===== config.mk =====
export PLATFORM = sky130hd
export DESIGN_NAME = bounce_sequencer
export DESIGN_NICKNAME = d
export VERILOG_FILES = /design/src/rtl/bounce_sequencer.sv
export SDC_FILE = /design/constraint.sdc
export NUM_CORES = 1
export LEC_CHECK = 0
export ABC_AREA = 1
export BUFFER_PORTS_ARGS = -buffer_cell sky130_fd_sc_hd__buf_2
export CORE_MARGIN = 5
export CORE_UTILIZATION = 64
export DETAILED_ROUTE_END_ITERATION = 10
export PLACE_DENSITY = 0.92
export RECOVER_POWER = 25
export SYNTH_ARGS = -nofsm -noshare
export SYNTH_HDL_FRONTEND = slang
export SYNTH_SLANG_ARGS = --single-unit

===== constraint.sdc =====
create_clock -name clk -period 5.7 [get_ports clk]
set_input_delay 0.57 -clock clk [delete_from_list [all_inputs] [get_ports clk]]
set_output_delay 0.57 -clock clk [all_outputs]
set_load 0.03 [all_outputs]

===== src/rtl/bounce_sequencer.sv =====
// bounce_sequencer
// Moves a BOX_WIDTH x BOX_HEIGHT box around the visible screen area, one
// step per accepted frame_tick. The box bounces off the walls, and its
// colour advances once for each frame in which it touches a wall.
//
// Ports
//   clk          rising-edge clock
//   rst          asynchronous active-high reset
//   frame_tick   one-cycle frame-boundary pulse (accepted only in IDLE)
//   enable       gates acceptance of frame_tick
//   speed_x/y    unsigned per-frame step sizes (each sampled in its own step state)
//   box_x/box_y  registered top-left corner of the box
//   color        registered {b,g,r} enable bits
//   busy         high while an update is in progress
//   update_done  one-cycle pulse after the colour stage of an update
module bounce_sequencer #(
  parameter int SCREEN_WIDTH  = 640,
  parameter int SCREEN_HEIGHT = 480,
  parameter int BOX_WIDTH     = 100,
  parameter int BOX_HEIGHT    = 100
) (
  input  logic                             clk,
  input  logic                             rst,
  input  logic                             frame_tick,
  input  logic                             enable,
  input  logic [3:0]                       speed_x,
  input  logic [3:0]                       speed_y,
  output logic [$clog2(SCREEN_WIDTH)-1:0]  box_x,
  output logic [$clog2(SCREEN_HEIGHT)-1:0] box_y,
  output logic [2:0]                       color,
  output logic                             busy,
  output logic                             update_done
);

  localparam int XW = $clog2(SCREEN_WIDTH);
  localparam int YW = $clog2(SCREEN_HEIGHT);

  // Limits are held one bit wider so they compare directly with the sums.
  localparam logic [XW:0] XMAX = (XW+1)'(SCREEN_WIDTH - BOX_WIDTH);
  localparam logic [YW:0] YMAX = (YW+1)'(SCREEN_HEIGHT - BOX_HEIGHT);

  typedef enum logic [1:0] {IDLE, STEP_X, STEP_Y, RECOLOR} state_t;

  state_t          state_q, state_d;
  logic [XW-1:0]   box_x_q, box_x_d;
  logic [YW-1:0]   box_y_q, box_y_d;
  logic            dir_x_q, dir_x_d;
  logic            dir_y_q, dir_y_d;
  logic            hit_x_q, hit_x_d;
  logic            hit_y_q, hit_y_d;
  logic [2:0]      color_q, color_d;
  logic            done_q, done_d;

  logic [XW:0]     spd_x_ext, sum_x;
  logic [YW:0]     spd_y_ext, sum_y;

  assign spd_x_ext = (XW+1)'(speed_x);
  assign spd_y_ext = (YW+1)'(speed_y);
  assign sum_x     = {1'b0, box_x_q} + spd_x_ext;
  assign sum_y     = {1'b0, box_y_q} + spd_y_ext;

  always_ff @(posedge clk or posedge rst) begin
    if (rst) begin
      state_q <= IDLE;
      box_x_q <= XW'(50);
      box_y_q <= YW'(50);
      dir_x_q <= 1'b1;
      dir_y_q <= 1'b1;
      hit_x_q <= 1'b0;
      hit_y_q <= 1'b0;
      color_q <= 3'b111;
      done_q  <= 1'b0;
    end else begin
      state_q <= state_d;
      box_x_q <= box_x_d;
      box_y_q <= box_y_d;
      dir_x_q <= dir_x_d;
      dir_y_q <= dir_y_d;
      hit_x_q <= hit_x_d;
      hit_y_q <= hit_y_d;
      color_q <= color_d;
      done_q  <= done_d;
    end
  end

  always_comb begin
    state_d = state_q;
    box_x_d = box_x_q;
    box_y_d = box_y_q;
    dir_x_d = dir_x_q;
    dir_y_d = dir_y_q;
    hit_x_d = hit_x_q;
    hit_y_d = hit_y_q;
    color_d = color_q;
    done_d  = 1'b0;

    unique case (state_q)
      IDLE: begin
        if (frame_tick && enable) state_d = STEP_X;
      end

      STEP_X: begin
        state_d = STEP_Y;
        hit_x_d = 1'b0;
        // A zero speed never moves the box, so it can never register a hit.
        if (speed_x != 4'd0) begin
          if (dir_x_q) begin
            if (sum_x >= XMAX) begin
              box_x_d = XMAX[XW-1:0];
              dir_x_d = 1'b0;
              hit_x_d = 1'b1;
            end else begin
              box_x_d = sum_x[XW-1:0];
            end
          end else begin
            if ({1'b0, box_x_q} <= spd_x_ext) begin
              box_x_d = '0;
              dir_x_d = 1'b1;
              hit_x_d = 1'b1;
            end else begin
              box_x_d = box_x_q - XW'(speed_x);
            end
          end
        end
      end

      STEP_Y: begin
        state_d = RECOLOR;
        hit_y_d = 1'b0;
        if (speed_y != 4'd0) begin
          if (dir_y_q) begin
            if (sum_y >= YMAX) begin
              box_y_d = YMAX[YW-1:0];
              dir_y_d = 1'b0;
              hit_y_d = 1'b1;
            end else begin
              box_y_d = sum_y[YW-1:0];
            end
          end else begin
            if ({1'b0, box_y_q} <= spd_y_ext) begin
              box_y_d = '0;
              dir_y_d = 1'b1;
              hit_y_d = 1'b1;
            end else begin
              box_y_d = box_y_q - YW'(speed_y);
            end
          end
        end
      end

      RECOLOR: begin
        state_d = IDLE;
        done_d  = 1'b1;
        // Colour cycles 001..111, skipping black; a corner hit counts once.
        if (hit_x_q || hit_y_q)
          color_d = (color_q == 3'b111) ? 3'b001 : color_q + 3'd1;
      end

      default: state_d = IDLE;
    endcase
  end

  assign box_x       = box_x_q;
  assign box_y       = box_y_q;
  assign color       = color_q;
  assign busy        = (state_q != IDLE);
  assign update_done = done_q;

endmodule

==> results.toml <==
[pwr]
p_per_area_mw_per_mm2 = 671
comb_power_share = 0.686
p_switching_w = 0.00126
pwr-share-clk = 0.084
internal-power_w = 0.000909
ir_drop_mv = 0.382
p_total_w = 0.00217
switching_share = 0.581
p_seq_frac = 0.231
p_leak_nw = 1.79

[place]
placed_area_mm2 = 0.00314
hpwl_um = 5860
numPortBuffers = 35
place_congestion = 1.00
pre_cts_slack_ns = 3.07

[routing]
routed.top_layer = "met4"
dr_total_vias = 3066
wl_um = 7520
wl_met3_um = 759
wl_met2_um = 3240
drc = 0
vias_per_cell = 5.72
drtPass1Iterations = 5
ant_nets = 0
wire_per_inst_um = 14.0
drt-met1-wl_um = 3440
drtIter0Drc = 352

[worst_hold_path]
holdCritPathClass = "register to register"
min_path_cells = 2

[timing]
finalSetupViolCount = 0
finalCritPeriodShare = 0.444
finClkSkew_ns = 0.00424
finalMaxSlewViolations = 0
slew_headroom = 0.277
worst_pin_slew_ns = 1.08
min_period_ns = 2.53
finalHoldViolations = 0
setup_slack_ns = 3.17
rsz0062_at_grt = "false"
fmax_mhz = 395
finalSetupTns_ns = 0

[floorplanning]
start_util = 0.667
pin_count = 36
dieArea_mm2 = 0.00605
rows = 24
die_w_um = 77.8
die_h_um = 77.8
fp.coreArea_mm2 = 0.00441

[cells_and_area]
fin_nets = 522
mostFrequentLayoutCell = "nand2_1"
num-fill-cells = 360
final_cell_mix = "nand2_1 (136), inv_1 (63), nand3_1 (50), nor2_1 (38), buf_2 (35)"
final_area_mm2 = 0.00323
areaGrowthSynthToFinish_pct = 9.86
layout-drive-gt1-share = 0.192
diodes = 0

[worst_setup_path]
r2r_cells = 7
cp_max_fo = 18
startpoint_type = "register"
path_class = "register to register"
crit_arrival_ns = 2.74
ff2ff_setup_slack_ns = 3.17
required_ns = 5.91
critPathCaptureType = "register"

[cts]
cts-htree-levels = 2
cts_max_path_buffers = 2
tritoncts = "built"
clk_root_buffer_cell = "clkbuf_8"
cts.sinks = 29
cts_setup_buffers = 0
worstSkewPairLatency_ns = 0.29
ctsHoldBuffers = 0
path_clk_slew_ns = 0.07
ctsResizeCount = 0
numCtsBuffers = 5

[global_routing]
grt_max_degree = 30
grt_pass1_wl_um = 12900
grt_usage = 0.256
grt_pass1_vias = 2819
grt_antenna_before_repair = 0
overflow = 0

[synth]
synth_area_mm2 = 0.00294
yosys_warnings = 0
synth_edf_count = 0
syn_nets = 488
ys_ff_latch = 29
synth_seq_area_share = 0.251
async_reset_ff_frac = 1.00
synth-main-ff-cell = "dfrtp_1"
synthDistinctLibCells = 38
syn_inst = 449
avgSynthCellArea_um2 = 6.55

[outcome]
outcome = "finished clean"

[job]
cap_violations = 0
worst max-delay path: stages, from the launching register on:
cell	delay (ns)
dfrtp_1	0.41
inv_1	0.14
ha_1	0.19
inv_1	0.07
nor2_1	0.80
inv_1	0.29
o31ai_1	0.47
a21oi_2	0.10
final cells by class:
class	instances	area (µm²)	area share
multi-input combinational	344	1900	0.588
sequential	29	739	0.229
inverter	68	256	0.0793
timing repair buffer	35	175	0.0542
clock buffer	6	82.6	0.0255
tap	52	65.1	0.0201
clock inverter	2	13.8	0.00426
power groups by stage:
stage,Clock [W],Combinational [W],Sequential [W]
floorplan,0,0.00101,0.000600
detailed placement,0,0.00145,0.000498
global placement,0,0.00143,0.000494
global route,0.000196,0.00166,0.000519
finish,0.000181,0.00149,0.000501
CTS,0.000184,0.00147,0.000496
cells in the mapped netlist (2+ instances only):
| cell | number | area, µm² |
|---|---|---|
| nand4_1 | 8 | 50.1 |
| fa_1 | 4 | 80.1 |
| or2_2 | 3 | 18.8 |
| a21oi_1 | 12 | 60.1 |
| nor3_1 | 6 | 30.0 |
| clkbuf_1 | 2 | 7.51 |
| o21ai_0 | 14 | 70.1 |
| buf_2 | 4 | 20.0 |
| ha_1 | 23 | 288 |
| nor2_1 | 38 | 143 |
| inv_2 | 4 | 15.0 |
| nand3_1 | 50 | 250 |
| xor2_1 | 3 | 26.3 |
| dfrtp_1 | 18 | 450 |
| nor2_2 | 2 | 12.5 |
| o21ai_2 | 2 | 17.5 |
| a22oi_1 | 2 | 15.0 |
| a21oi_2 | 7 | 61.3 |
| nor2_4 | 2 | 22.5 |
| xnor2_1 | 3 | 26.3 |
| nand2_2 | 11 | 68.8 |
| inv_1 | 63 | 236 |
| nand2_1 | 136 | 510 |
| nand3_2 | 3 | 30.0 |
| nor4_1 | 2 | 12.5 |
| dfstp_2 | 11 | 289 |
| a31oi_1 | 4 | 25.0 |
| o31ai_1 | 2 | 15.0 |
final timing paths:
| check | from | endpoint |
|---|---|---|
| setup reg to reg | state_q[0] | box_y[5] |
| hold reg to reg | hit_x_q | hit_x_q |
| min in group asynchronous | rst | box_x[6] |
| hold / removal | hit_x_q | hit_x_q |
| setup / recovery | state_q[0] | box_y[5] |
| max in group asynchronous | rst | box_y[2] |
flip-flops by register name (all words and copies together) (netlist names):
| name | flops |
|---|---|
| box_x | 10 |
| box_y | 9 |
| color | 3 |
| state_q | 2 |
| dir_x_q | 1 |
| dir_y_q | 1 |
| hit_x_q | 1 |
| hit_y_q | 1 |
| update_done | 1 |
routing by layer:
layer / up-vias / track usage
met4: 0 / 0.0533
met3: 16 / 0.0613
met1: 1382 / 0.384
met5: - / 0
met2: 162 / 0.373
li1: 1506 / -
stage by stage:
step / hold slack [ns] / cells / utilization
global route: 0.507 / 536 / 0.732
detailed placement: 0.469 / 528 / 0.711
floorplan: 0.444 / 449 / -
global placement: 0.464 / 528 / 0.711
finish: 0.481 / 536 / 0.732
CTS: 0.487 / 536 / 0.732
cell families after synthesis:
group	Yosys count	share of synthesized area
compound gates	47	0.101
xor+xnor	6	0.0179
fa+ha+maj	27	0.125
buf+inv	76	0.103
flops	29	0.251
simple gates	264	0.402
No activity file was read; power rests on OpenSTA's default activity.
